[src/rtl/fifo_flex.sv]
// fifo_flex: single-clock FIFO for any depth >= 2, registered-read or FWFT output,
// with occupancy level, almost flags, synchronous flush and overflow/underflow pulses.
module fifo_flex #(
    parameter int Depth            = 8,
    parameter int EntrySize        = 8,
    parameter int Fwft             = 0,
    parameter int AlmostFullLevel  = Depth - 1,
    parameter int AlmostEmptyLevel = 1
) (
    input  logic                         clk_i,
    input  logic                         rst_i,
    input  logic                         flush_i,
    input  logic                         write_req_i,
    output logic                         write_valid_o,
    input  logic [EntrySize-1:0]         data_i,
    input  logic                         read_req_i,
    output logic                         read_valid_o,
    output logic [EntrySize-1:0]         data_o,
    output logic [$clog2(Depth+1)-1:0]   level_o,
    output logic                         almost_full_o,
    output logic                         almost_empty_o,
    output logic                         overflow_o,
    output logic                         underflow_o
);
    localparam int IW = $clog2(Depth);
    localparam int LW = $clog2(Depth + 1);

    logic [EntrySize-1:0] mem_q [Depth];
    logic [IW-1:0]        wr_idx_q, wr_idx_d, rd_idx_q, rd_idx_d;
    logic [LW-1:0]        level_q, level_d;
    logic [EntrySize-1:0] dout_q, dout_d;
    logic                 ovf_q, ovf_d, unf_q, unf_d;
    logic                 full, empty, wr_ok, rd_ok;

    always_comb begin
        full     = level_q == LW'(Depth);
        empty    = level_q == '0;
        wr_ok    = write_req_i && !full && !flush_i;
        rd_ok    = read_req_i && !empty && !flush_i;
        ovf_d    = write_req_i && full && !flush_i;
        unf_d    = read_req_i && empty && !flush_i;
        // explicit wrap keeps indices below Depth for non-power-of-two sizes
        wr_idx_d = flush_i ? '0 : !wr_ok ? wr_idx_q : wr_idx_q == IW'(Depth - 1) ? '0 : wr_idx_q + 1'b1;
        rd_idx_d = flush_i ? '0 : !rd_ok ? rd_idx_q : rd_idx_q == IW'(Depth - 1) ? '0 : rd_idx_q + 1'b1;
        level_d  = flush_i ? '0 : level_q + LW'(wr_ok) - LW'(rd_ok);
        dout_d   = (Fwft == 0 && rd_ok) ? mem_q[rd_idx_q] : dout_q;
    end

    always_ff @(posedge clk_i) begin
        if (rst_i) begin
            wr_idx_q <= '0;
            rd_idx_q <= '0;
            level_q  <= '0;
            dout_q   <= '0;
            ovf_q    <= 1'b0;
            unf_q    <= 1'b0;
        end else begin
            wr_idx_q <= wr_idx_d;
            rd_idx_q <= rd_idx_d;
            level_q  <= level_d;
            dout_q   <= dout_d;
            ovf_q    <= ovf_d;
            unf_q    <= unf_d;
        end
    end

    always_ff @(posedge clk_i) begin
        if (wr_ok && !rst_i) mem_q[wr_idx_q] <= data_i;
    end

    always_comb begin
        write_valid_o  = !full;
        read_valid_o   = !empty;
        level_o        = level_q;
        almost_full_o  = level_q >= LW'(AlmostFullLevel);
        almost_empty_o = level_q <= LW'(AlmostEmptyLevel);
        overflow_o     = ovf_q;
        underflow_o    = unf_q;
        data_o         = Fwft != 0 ? (empty ? '0 : mem_q[rd_idx_q]) : dout_q;
    end
endmodule
[config.mk]
export PLATFORM = sky130hd
export DESIGN_NAME = fifo_flex
export DESIGN_NICKNAME = d
export VERILOG_FILES = /design/src/rtl/fifo_flex.sv
export SDC_FILE = /design/constraint.sdc
export NUM_CORES = 1
export LEC_CHECK = 0
export CAP_MARGIN = 25
export CELL_PAD_IN_SITES_DETAIL_PLACEMENT = 0
export CELL_PAD_IN_SITES_GLOBAL_PLACEMENT = 1
export CORE_ASPECT_RATIO = 1.5
export CORE_MARGIN = 3
export CORE_UTILIZATION = 43
export DETAILED_ROUTE_END_ITERATION = 10
export PLACE_DENSITY_LB_ADDON = 0.15
export SYNTH_ARGS = -nofsm -noshare
export SYNTH_HDL_FRONTEND = slang
export SYNTH_SLANG_ARGS = --single-unit
export TNS_END_PERCENT = 20
[constraint.sdc]
create_clock -name clk_i -period 2.6 [get_ports clk_i]
set_clock_uncertainty 0.15 [all_clocks]
set_input_delay 0.78 -clock clk_i [delete_from_list [all_inputs] [get_ports clk_i]]
set_output_delay 0.78 -clock clk_i [all_outputs]
set_load 0.1 [all_outputs]
==> summary.md <==
| Metric | Value |
|---|---|
| I/O pin total | `31` |
| Proportion of layout cells with a drive suffix above 1 | `33.4%` |
| Most common library cells after synthesis | `64 x sky130_fd_sc_hd__edfxtp_1, 20 x sky130_fd_sc_hd__dfxtp_1, 17 x sky130_fd_sc_hd__a21oi_1, 17 x sky130_fd_sc_hd__nor2_1, 16 x sky130_fd_sc_hd__mux2i_1` |
| Class of the most critical setup path | `reg2out` |
| Remaining DRCs | `0` |
| Post-Syn Nets | `253` |
| Clock insertion delay at the later pin of the skew report | `330 ps` |
| Final hold violations | `0` |
| Fraction of power consumed by sequential logic | `50.7%` |
| Library cell with the largest summed area after synthesis | `sky130_fd_sc_hd__edfxtp_1` |
| Met3 usage | `2.78%` |
| Number of unique standard cell types used by synthesis | `31` |
| Number of fillers in the final layout | `632` |
| Starting density of the core | `44.8%` |
| Nature of the critical path endpoint | `primary output` |
| Post-route cell area | `4360 µm²` |
| Clock tree from TritonCTS | `built` |
| Antenna viol nets, final | `0` |
| Placed cell area | `4090 µm²` |
| Top flip-flop cell by instance count after synthesis | `sky130_fd_sc_hd__edfxtp_1` |
| Number of global-route vias before repair | `2073` |
| Crit path launch | `level_o[2]` |
| Clock share of power | `38.1%` |
| Count of max-cap constraint violations | `0` |
| Worst Min Path Start | `wr_idx_q[0]` |
| Kind of launch point of the worst setup path | `flip-flop` |
| All-layer global routing usage | `16.0%` |
| Pin slew with the least headroom to its limit | `641 ps` |
| Max Slew Vio Count | `0` |
| Number of standard-cell rows in the floorplan | `39` |
| Avg Synthesized Cell Area | `15.3 µm²` |
| Total design power | `0.00290 W` |
| Final routed wirelength across all metal layers | `6760 µm` |
| Final setup fails | `0` |
| Post-synthesis instance total | `227` |
| Number of design-rule violations left by the first detailed-router iteration | `104` |
| Worst-path clk slew | `60 ps` |
| Post-synth EDFFs | `64` |
| Cell with the most instances after synthesis | `sky130_fd_sc_hd__edfxtp_1` |
| Number of diodes | `0` |
| Top achievable clock speed | `392 MHz` |
| Length of the first detailed-routing pass in iterations | `4` |
| Relative area change from synthesis to final layout | `25.5%` |
| Buffer levels on the longest clock path | `2` |
| # clock sinks | `84` |
| Sw Pwr | `0.000683 W` |
| Post-synthesis cell area | `3480 µm²` |
| Pin count of the biggest net entering global routing | `17` |
| Share of the yosys chip area belonging to registers | `66.8%` |
| Global-route track usage on met1 | `18.0%` |
| Vias per Instance | `5.12` |
| Clock root buffer | `sky130_fd_sc_hd__clkbuf_16` |
| Reported leakage power | `1.50 nW` |
| Detail Placement HPWL | `4870 µm` |
| Final RePlAce weighted congestion | `0.703` |
| Number of clock buffers inserted by TritonCTS | `9` |
| Required time at the endpoint of the critical path | `1670 ps` |
| Final period utilization | `98.2%` |
| H-tree depth | `3` |
| Width of the die | `79.4 µm` |
| Slew Limit Headroom | `57.2%` |
| Status | `completed` |
| Synth warn | `0` |
| Per-cell routed wire length | `17.4 µm` |
| Placeable core area | `7760 µm²` |
| Share of the synthesized area in the top cell type | `55.3%` |
| Number of storage elements in the synthesis netlist | `84` |
| Vertical die dimension | `116 µm` |
| Net count, final | `308` |
| Power Dens Cells | `666 nW/µm²` |
| Layer with the highest usage | `met2` |
| Wire length of the first global-routing pass | `10700 µm` |
| Initial antenna violation count | `0` |
| Switching share of power | `23.5%` |
| Total gr overflow | `0` |
| Fraction of synthesis flops using an asynchronous set or reset pin | `0%` |
| Fin util | `56.2%` |
| Overall die area | `9230 µm²` |
| Maximum vdd ir drop | `388 µV` |
| Arrival time of data at the critical path endpoint | `1620 ps` |
| Total vias in the final route | `1992` |
| CTS hold repair buffers | `0` |
| Power share of the combinational group | `11.1%` |
| Number of buffers inserted by port buffering | `30` |
| Worst flop-to-flop path startpoint | `level_o[2]` |
| Internal Power | `0.00222 W` |
| Setup repair after global routing missed its margin | `false` |
| Highest fanout seen on the critical path | `6` |
| Tmin final | `2550 ps` |
| Cell types occupying the most area after synthesis | `sky130_fd_sc_hd__edfxtp_1 55%, sky130_fd_sc_hd__dfxtp_1 12%, sky130_fd_sc_hd__mux4_2 5.2%, sky130_fd_sc_hd__mux2i_1 4.6%, sky130_fd_sc_hd__ha_1 4.3%` |
| Worst min-delay path category | `reg2reg` |
| Met2 Resource Use GR | `30.0%` |
critical path: stages (launching register included):
cell and delay, ps:
sky130_fd_sc_hd__dfxtp_4 360, sky130_fd_sc_hd__inv_4 70, sky130_fd_sc_hd__ha_2 170, sky130_fd_sc_hd__or3b_4 390, sky130_fd_sc_hd__buf_6 150, sky130_fd_sc_hd__buf_12 160
through the flow:
step           hold WS, ps  setup WS [ps]  std cells  TNS, ps
3_3_place_gp           345           -342        373    -2860
2_1_floorplan          320           -295        227     -806
4_1_cts                351          -3.87        389    -3.87
5_1_grt                412           1.24        389        0
6_report               350           46.9        389        0
3_5_place_dp           340           -353        373    -2640
layout make-up:
cell class	count	area (µm²)	share of cell area, %
Inverter	6	27.5	0.631
Clock inverter	4	26.3	0.602
Multi-Input combinational cell	125	1110	25.5
Clock buffer	12	236	5.42
Tap cell	102	128	2.92
Sequential cell	84	2330	53.4
Timing Repair Buffer	56	503	11.5
per-layer routing:
layer | routed length (µm) | part of all wire [%] | vias to the layer above
li1 | - | - | 970
met1 | 2620 | 39 | 988
met2 | 3860 | 57 | 27
met3 | 189 | 2.8 | 7
met4 | 87 | 1.3 | 0
met5 | 0 | 0 | -
repair_timing:
action | 4_1_cts | 5_1_grt
gates resized for setup | 2 | 2
buffers inserted | 0 | 0
pin swaps | 1 | 0
endpoints found under the setup margin | 2 | 2
worst paths after layout:
path / slack, ps / cells after the start / endpoint
max reg2reg: 100 / 11 / level_o[2]
min: 350 / 2 / wr_idx_q[0]
min reg2reg: 350 / 2 / wr_idx_q[0]
max: 50 / 5 / write_valid_o
registers in the layout, summed over array words and instances, names as in the netlist:
register,count
rd_idx_q,3
overflow_o,1
underflow_o,1
wr_idx_q,3
mem_q,64
level_o,4
data_o,8
cell families (layout without fill, tap and decap cells):
logic type / count (synthesis) / after routing / share of synthesized area, %
simple gates: 52 / 52 / 7.84
buf+inv: 18 / 78 / 3.24
compound gates: 34 / 34 / 6.98
flops: 84 / 84 / 66.8
mux: 24 / 24 / 9.78
fa+ha+maj: 13 / 13 / 4.89
xor+xnor: 2 / 2 / 0.504
placed cells by master, fill, tap and decap left out, drive strengths merged:
cell type / instances
or2: 3
mux4: 8
a21o: 1
dfxtp: 20
mux2i: 16
nand2: 11
or3b: 2
edfxtp: 64
xnor2: 2
a21oi: 17
buf: 44
a211oi: 8
o22ai: 8
nor2: 18
dlygate4sd2: 1
and2: 2
clkdlybuf4s50: 11
clkinvlp: 1
nor3b: 1
ha: 12
nor3: 3
clkinv: 3
nand4: 1
nand4b: 3
nand2b: 3
or3: 2
inv: 6
fa: 1
nand3: 3
clkbuf: 12
power by group through the flow:
stage                     Combinational, W  Sequential (W)  Clock, W
after floorplan                   0.000160         0.00157         0
after global placement            0.000325         0.00150         0
after detailed placement          0.000328         0.00150         0
after CTS                         0.000328         0.00147   0.00113
after global routing              0.000345         0.00148   0.00118
final                             0.000324         0.00147   0.00111
No activity file was read; power rests on OpenSTA's default activity.
